[src/rtl/cntry_vehicle_detect_if.sv]
// Signal bundle between the country-road loop conditioner and its environment:
// raw sensor and light code in, car-waiting request and queue status out.
interface cntry_vehicle_detect_if #(
    parameter int CNT_W = 4
);
    logic             loop_raw;
    logic [1:0]       cntry;
    logic             X;
    logic [CNT_W-1:0] car_count;
    logic             wait_full;
    logic             sat;

    modport master (
        output loop_raw, cntry,
        input  X, car_count, wait_full, sat
    );

    modport slave (
        input  loop_raw, cntry,
        output X, car_count, wait_full, sat
    );
endinterface

[src/rtl/cntry_vehicle_detect.sv]
// Country-road vehicle detector: synchronizes and debounces the loop sensor,
// keeps a saturating queue count drained during GREEN, and raises X for the controller.
module cntry_vehicle_detect #(
    parameter int DEBOUNCE      = 4,
    parameter int CNT_W         = 4,
    parameter int THRESH        = 2,
    parameter int MAX_WAIT      = 20,
    parameter int DEPART_CYCLES = 3
) (
    input  logic                  clock,
    input  logic                  clear,
    cntry_vehicle_detect_if.slave bus
);
    localparam int DB_W  = (DEBOUNCE > 1) ? $clog2(DEBOUNCE) : 1;
    localparam int DEP_W = (DEPART_CYCLES > 1) ? $clog2(DEPART_CYCLES) : 1;
    localparam int WT_W  = $clog2(MAX_WAIT + 1);
    localparam logic [1:0]       GREEN   = 2'd2;
    localparam logic [CNT_W-1:0] CNT_MAX = {CNT_W{1'b1}};

    typedef enum logic {
        IDLE    = 1'b0,
        PRESENT = 1'b1
    } db_state_e;

    logic             s1_q, s2_q;
    db_state_e        state_q, state_d;
    logic [DB_W-1:0]  db_cnt_q, db_cnt_d;
    logic [DEP_W-1:0] dep_cnt_q, dep_cnt_d;
    logic [WT_W-1:0]  wait_q, wait_d;
    logic [CNT_W-1:0] car_count_q, car_count_d;
    logic             sat_q, sat_d;
    logic             arrival_s, depart_s, green_s, level_s, nonempty_s, x_s;

    assign green_s    = (bus.cntry == GREEN);
    assign level_s    = (state_q == PRESENT);
    assign nonempty_s = (car_count_q != {CNT_W{1'b0}});

    // Debounce: accept a new level after DEBOUNCE consecutive disagreeing samples.
    always_comb begin
        state_d   = state_q;
        db_cnt_d  = '0;
        arrival_s = 1'b0;
        if (s2_q != level_s) begin
            if (db_cnt_q == DB_W'(DEBOUNCE - 1)) begin
                db_cnt_d = '0;
                case (state_q)
                    IDLE: begin
                        state_d   = PRESENT;
                        arrival_s = 1'b1;
                    end
                    PRESENT: state_d = IDLE;
                    default: state_d = IDLE;
                endcase
            end else begin
                db_cnt_d = db_cnt_q + DB_W'(1);
            end
        end else begin
            db_cnt_d = '0;
        end
    end

    // Departure pacing, queue count with saturation, and wait timer.
    always_comb begin
        dep_cnt_d   = '0;
        depart_s    = 1'b0;
        car_count_d = car_count_q;
        sat_d       = sat_q;
        wait_d      = '0;
        if (green_s && nonempty_s) begin
            if (dep_cnt_q == DEP_W'(DEPART_CYCLES - 1)) begin
                dep_cnt_d = '0;
                depart_s  = 1'b1;
            end else begin
                dep_cnt_d = dep_cnt_q + DEP_W'(1);
            end
        end else begin
            dep_cnt_d = '0;
        end

        // An arrival coinciding with a departure cancels out and cannot saturate.
        if (arrival_s && !depart_s) begin
            if (car_count_q == CNT_MAX) begin
                sat_d = 1'b1;
            end else begin
                car_count_d = car_count_q + CNT_W'(1);
            end
        end else if (depart_s && !arrival_s && nonempty_s) begin
            car_count_d = car_count_q - CNT_W'(1);
        end else begin
            car_count_d = car_count_q;
        end

        if (nonempty_s && !green_s) begin
            wait_d = (wait_q == WT_W'(MAX_WAIT)) ? wait_q : wait_q + WT_W'(1);
        end else begin
            wait_d = '0;
        end
    end

    // Request to the controller; during GREEN it holds until the queue is empty.
    always_comb begin
        x_s = 1'b0;
        if (green_s) begin
            x_s = nonempty_s;
        end else begin
            x_s = (car_count_q >= CNT_W'(THRESH)) ||
                  ((wait_q == WT_W'(MAX_WAIT)) && nonempty_s);
        end
    end

    // State registers, all cleared asynchronously.
    always_ff @(posedge clock or posedge clear) begin
        if (clear) begin
            s1_q        <= 1'b0;
            s2_q        <= 1'b0;
            state_q     <= IDLE;
            db_cnt_q    <= '0;
            dep_cnt_q   <= '0;
            wait_q      <= '0;
            car_count_q <= '0;
            sat_q       <= 1'b0;
        end else begin
            s1_q        <= bus.loop_raw;
            s2_q        <= s1_q;
            state_q     <= state_d;
            db_cnt_q    <= db_cnt_d;
            dep_cnt_q   <= dep_cnt_d;
            wait_q      <= wait_d;
            car_count_q <= car_count_d;
            sat_q       <= sat_d;
        end
    end

    assign bus.X         = x_s;
    assign bus.car_count = car_count_q;
    assign bus.wait_full = (wait_q == WT_W'(MAX_WAIT));
    assign bus.sat       = sat_q;
endmodule

[src/flat_wrapper.sv]
// flat-port wrapper written by rule: the top's interface ports become plain ports
module cntry_vehicle_detect_flat 
#(
    parameter int DEBOUNCE      = 4,
    parameter int CNT_W         = 4,
    parameter int THRESH        = 2,
    parameter int MAX_WAIT      = 20,
    parameter int DEPART_CYCLES = 3
)
  (clock, clear, bus_loop_raw, bus_cntry, bus_X, bus_car_count, bus_wait_full, bus_sat);
  cntry_vehicle_detect_if #(.CNT_W(CNT_W)) bus_i ();
  input  logic clock;
  input  logic clear;
  input wire logic [$bits(bus_i.loop_raw)-1:0] bus_loop_raw;
  input wire logic [$bits(bus_i.cntry)-1:0] bus_cntry;
  output wire logic [$bits(bus_i.X)-1:0] bus_X;
  output wire logic [$bits(bus_i.car_count)-1:0] bus_car_count;
  output wire logic [$bits(bus_i.wait_full)-1:0] bus_wait_full;
  output wire logic [$bits(bus_i.sat)-1:0] bus_sat;
  assign bus_i.loop_raw = bus_loop_raw;
  assign bus_i.cntry = bus_cntry;
  assign bus_X = bus_i.X;
  assign bus_car_count = bus_i.car_count;
  assign bus_wait_full = bus_i.wait_full;
  assign bus_sat = bus_i.sat;
  cntry_vehicle_detect #(.DEBOUNCE(DEBOUNCE), .CNT_W(CNT_W), .THRESH(THRESH), .MAX_WAIT(MAX_WAIT), .DEPART_CYCLES(DEPART_CYCLES)) u_core (.clock(clock), .clear(clear), .bus(bus_i));
endmodule
[config.mk]
export PLATFORM = sky130hd
export DESIGN_NAME = cntry_vehicle_detect_flat
export DESIGN_NICKNAME = d
export VERILOG_FILES = /design/src/rtl/cntry_vehicle_detect_if.sv /design/src/rtl/cntry_vehicle_detect.sv /design/src/flat_wrapper.sv
export SDC_FILE = /design/constraint.sdc
export NUM_CORES = 1
export LEC_CHECK = 0
export BUFFER_PORTS_ARGS = -buffer_cell sky130_fd_sc_hd__buf_2
export CAP_MARGIN = 20
export CORE_AREA = 2 2 53 60
export CTS_CLUSTER_SIZE = 30
export DETAILED_ROUTE_END_ITERATION = 6
export DIE_AREA = 0 0 55 62
export GPL_TIMING_DRIVEN = 0
export PLACE_DENSITY = 0.57
export SLEW_MARGIN = 15
export SYNTH_ARGS = -nofsm -noshare
export SYNTH_HDL_FRONTEND = slang
export SYNTH_SLANG_ARGS = --single-unit
[constraint.sdc]
create_clock -name clock -period 3.25 [get_ports clock]
set_clock_uncertainty 0.2 [all_clocks]
set_input_delay 0 -clock clock [delete_from_list [all_inputs] [get_ports clock]]
set_output_delay 0 -clock clock [all_outputs]
set_load 0.02 [all_outputs]
After elaboration in Yosys (flattened, before gate mapping)
Index checks and enable logic that the tools add are counted.
- add/subtract/negate cells: 5
- order comparisons: 1
- equal/unequal tests: 8
- multiplexer cells: 16
- bitwise operators: 1
- reductions and logical operators: 15
- operators with widths (cell ; count):
    2-to-1 mux 4 bit ; 3
    2-to-1 mux 5 bit ; 2
    2-to-1 mux 2 bit ; 4
    == test 2 bit (second input constant) ; 3
    logical AND 1 bit ; 6
    2-to-1 mux 1 bit ; 6
    AND reduction 2 bit ; 3
    adder 5 x 1 -> 5 bit (second input constant) ; 1
    == test 5 bit (second input constant) ; 1
    adder 2 x 1 -> 2 bit (second input constant) ; 2
    adder 4 x 1 -> 4 bit (second input constant) ; 1
    == test 4 bit (second input constant) ; 1
    greater-or-equal comparator 4 x 2 -> 1 bit (second input constant) ; 1
    inequality test 2 bit (second input constant) ; 2
    nonzero test 4 bit ; 1
    subtractor 4 x 1 -> 4 bit (second input constant) ; 1
    zero test 1 bit ; 3
    case mux 1 bit (2 select lines) ; 1
    nonzero test 2 bit ; 1
    logical OR 1 bit ; 1
    inequality test 1 bit ; 1
    inverter 1 bit ; 1
- flip-flop bits (word level): 17
- bits of input ports: 5

Longest topological paths before layout
- word-level depth: 8
- depth in mapped cells: 8
- gate-level depth less buffers: 8

Worst setup path after synthesis
Ideal clock, no wire load.
- path type: register -> register
- from: register u_core.car_count_q[0], in the netlist u_core.bus.car_count[0]
- to: register u_core.car_count_q[3], in the netlist u_core.bus.car_count[3]
- setup time: 80 ps
- arrival time: 2127 ps
- data required time: 2970 ps
- slack: 843 ps
- stages on the path, launching flop included: 8
- buffers on the path: 0
- period minus slack after synthesis: 2407 ps
- path through: dfrtp_1 > nor4_2 > o21ai_1 > ha_1 > a21o_1 > a21oi_1 > mux2i_1 > xor2_1
- word-level cells in the longest chain between the ends: 7
- elaborated cells between the ends (all ways): 16
- those cells by class: add/sub: 2; eq/ne: 2; mux: 4; reduce/logical: 8
- RTL lines (element ; line ; text):
    from (decl) ; cntry_vehicle_detect.sv:30 ; logic [CNT_W-1:0] car_count_q, car_count_d;
    from (signal assigned) ; cntry_vehicle_detect.sv:129 ; car_count_q <= car_count_d;
    nonzero test 4 bit ; cntry_vehicle_detect.sv:36 ; assign nonempty_s = (car_count_q != {CNT_W{1'b0}});
    logical AND 1 bit ; cntry_vehicle_detect.sv:69 ; if (green_s && nonempty_s) begin
    2-to-1 mux 1 bit ; cntry_vehicle_detect.sv:69 ;
    zero test 1 bit / logical AND 1 bit (equally long branches) ; cntry_vehicle_detect.sv:81, cntry_vehicle_detect.sv:87 ;
    logical AND 1 bit (on tied branches) ; cntry_vehicle_detect.sv:81, cntry_vehicle_detect.sv:87 ;
    inequality test 2 bit (no source line) / nonzero test 2 bit (equally long branches) ; - ;
    AND reduction 2 bit (no source line) ; - ;
Parallel ways exist; a longest one is shown, timed or not. The select of a mux whose other input is x is not followed.
A chain may end at the register's enable or synchronous reset.

Final worst setup path
Same ends and word-level chain as after synthesis.

==> key figures <==
Layout
  • Nets: approximately 100
  • Area delta synth->final: 19.7%
  • Register Area: between 400 and 500 sq um
  • Area of the multi-input gates: 387 sq um
  • Ant diodes: 0
  • Fillers: between 300 and 400
  • Share of layout cells above drive strength 1: 18.5%

Global route
  • Largest net degree at the start of global routing: 18
  • Met2 usage: 17.2%
  • Initial antenna violation count: 0
  • GRT Total Usage: 10.5%
  • Grt ovf: 0
  • Busiest grt layer: met2
  • GR Util met1: 13.5%
  • Met3 global-route usage: 1.44%
  • Global-route wire length before repair: roughly 2500 um
  • Vias in the first global route: 605

Power
  • Pleak: 0.485 nW
  • Pint: 0.474 mW
  • Combinational share of power: 39.1%
  • NetSw: 0.304 mW
  • PwrDens: 782 nW/um^2
  • Peak supply drop: 404 uV
  • Clock group share of total power: about 14%
  • Sequential power share: 47.0%
  • Switching share of power: between 30 and 40%

CTS
  • Clock Latency Late Sink: 280 ps
  • Total CTS buffers: 3
  • Sink Count: 17
  • CTS root buf: clkbuf_4
  • Longest Clk Path Bufs: 2
  • H-tree depth: 1
  • CTS tree: done
  • Reg clk slew, reported paths: 90 ps

Drt
  • DRT antenna net count: 0
  • Final WL: 1430 um
  • First-pass DRT Iterations: 2
  • # DRC: 0
  • Initial drt markers: 4
  • WL/cell: 11.3 um
  • DR vias/cell: 4.58
  • Via count: 577

Logic synthesis
  • Largest family of logic cells by synthesized area: simple AND/OR/NAND/NOR gates
  • Post-synthesis simple-gate area fraction: 18.8%
  • Netlist cell types: 29
  • Syn Inst Count: 73
  • Mapped Nets: 84
  • Post-synthesis adder-cell area fraction: roughly a tenth
  • Seq cells post-synth: 17
  • Ys Warns: 0
  • Post-Synth XOR/XNOR Area: 7.38%
  • Post-synthesis compound-gate area fraction: about 7.8%
  • Sequential share of the synthesized area: 51.2%
  • Synth Cell Area: 831 sq um
  • Syn avg cell area: roughly 11 sq um
  • Mux contribution to synthesized area: under 10%

Critical path
  • Critical path startpoint category: flip-flop
  • Worst Setup End Kind: flip-flop
  • Delay-heaviest family, CP: compound AO/OA/AOI/OAI gates
  • CP peak stage delay: 490 ps
  • Worst path cell trace: nor4_2 > o21ai_1 > ha_1 > a21o_1 > a21oi_1 > mux2i_1 > xor2_1
  • Worst Setup SP: u_core.bus.car_count[0]
  • Arrival time worst endpoint: 2580 ps
  • Max stage delay cell, worst path: dfrtp_1
  • Reg2Reg Launch Point: u_core.bus.car_count[0]
  • CP Max Fanout: 7
  • CP Class: reg2reg
  • Buffers & Inverters on Critical Path: 0
  • Required time of the critical path: 3260 ps

Timing
  • Period utilisation layout: 79.1%
  • Hold Vio Cnt, Final: 0
  • TNS Setup: 0 ps
  • Final setup vio count: 0
  • Fmax: 389 MHz
  • Hold WS: 81.9 ps
  • Worst-Margin Slew: 630 ps
  • RSZ-0062 raised after global routing: no
  • Post-route minimum period: around 2600 ps
  • Slew HR: 57.9%
  • Slew Limit Fails: 0

Die
  • # rows: 21
  • Area of the die: 3410 sq um
  • IO Count: 12
  • Starting Density: 28.7%
  • Width of the die: 55 um
  • Std-Cell Core Area: about 2900 sq um
  • Chip height: 62 um

Job
  • Max-cap viol count: 0

Status
  • Outcome: finished clean

Place
  • Hpwl dp: 1120 um
  • Number of buffers added on ports: 11
  • GP Congestion: around 0.81

Hold path
  • Hold_sp: bus_cntry[1]
  • Hold Crit Class: in2reg
## layer usage
| layer | wire length, um | vias up |
|---|---|---|
| li1 | - | 294 |
| met1 | 688 | 272 |
| met4 | 21 | 0 |
| met3 | 31 | 4 |
| met5 | 0 | - |
| met2 | 688 | 7 |
## power by group through the flow
stage	combinational, mW	sequential, mW	clock (mW)
final	0.304	0.366	0.108
after floorplan	0.196	0.387	0
after global placement	0.288	0.367	0
after CTS	0.310	0.366	0.113
after detailed placement	0.305	0.370	0
after global routing	0.345	0.380	0.124
## worst min-delay path: stages
cell and delay, ps:
buf_2 80, nor2b_1 170, or2_1 220, a21oi_1 60
## timing repair
item / 4_1_cts / 5_1_grt
gates resized for setup: 0 / 0
endpoints found under the hold margin: 20 / 0
buffers inserted: 0 / 0
hold buffers: 4 / 0
## cells in the final DEF, fill, tap and decap left out, types with 3 or more instances in the layout
cell type / instances
a21oi_1: 3
buf_2: 11
clkbuf_4: 3
dfrtp_1: 17
dlygate4sd3_1: 4
ha_1: 5
inv_1: 5
nand2_1: 5
nor2_1: 3
nor3_1: 5
xnor2_1: 3
xor2_1: 4
## path summary, 6_finish.rpt
kind / end / slack [ps] / cells after the start
hold / removal: u_core.wait_q[1] / 80 / 4
setup / recovery: u_core.bus.car_count[3] / 680 / 7
hold reg to reg: u_core.s2_q / 160 / 0
setup reg to reg: u_core.bus.car_count[3] / 680 / 7
min in group asynchronous: u_core.dep_cnt_q[1] / 130 / 3
max in group asynchronous: u_core.bus.car_count[0] / 2310 / 3
## state kept, by name, indices dropped and copies added, names as in the netlist
| name | flops |
|---|---|
| u_core.wait_q | 5 |
| u_core.bus.car_count | 4 |
| u_core.bus.sat | 1 |
| u_core.level_s | 1 |
| u_core.dep_cnt_q | 2 |
| u_core.db_cnt_q | 2 |
| u_core.s1_q | 1 |
| u_core.s2_q | 1 |
## cell usage after synthesis
master | instances | area (sq um)
dfrtp_1 | 17 | 425
ha_1 | 5 | 62.6
inv_1 | 5 | 18.8
nand2_1 | 5 | 18.8
nor3_1 | 5 | 25.0
xor2_1 | 4 | 35.0
a21oi_1 | 3 | 15.0
nor2_1 | 3 | 11.3
xnor2_1 | 3 | 26.3
a2bb2oi_1 | 2 | 17.5
nand3_1 | 2 | 10.0
nor2b_1 | 2 | 12.5
a21o_1 | 1 | 7.51
and3b_1 | 1 | 8.76
fa_1 | 1 | 20.0
mux2_2 | 1 | 11.3
mux2i_1 | 1 | 10.0
nand2b_1 | 1 | 6.26
nand4_1 | 1 | 6.26
nand4b_1 | 1 | 8.76
nand4bb_1 | 1 | 11.3
nor3b_1 | 1 | 7.51
nor4_2 | 1 | 12.5
o211ai_1 | 1 | 7.51
o21ai_0 | 1 | 5.00
o21ai_1 | 1 | 5.00
o21bai_1 | 1 | 7.51
or2_1 | 1 | 6.26
or3_4 | 1 | 11.3
## cells by family after synthesis
group	Yosys count
XOR/XNOR	7
adder cells (fa/ha/maj)	6
AO/OA/AOI/OAI	10
buffers and inverters	5
multiplexers	2
AND/OR/NAND/NOR	26
flip-flops	17
## final cells by class
type | instances | area share [%]
inverter | 5 | 1.89
multi-input combinational | 51 | 38.9
timing repair buffer | 15 | 9.56
clock buffer | 4 | 2.64
sequential | 17 | 42.8
tap | 34 | 4.28
## through the flow
step                setup slack [ps]  area, sq um  std cells  power [mW]  util (%)
global route                     383          995        126       0.848      34.4
global placement                 652          928        118       0.655      32.1
CTS                              641          995        126       0.789      34.4
detailed placement               675          928        118       0.676      32.1
finish                           678          995        126       0.778      34.4
floorplan                        843          831         73       0.583         -
Note: power is estimated with default switching activity, not from simulation.
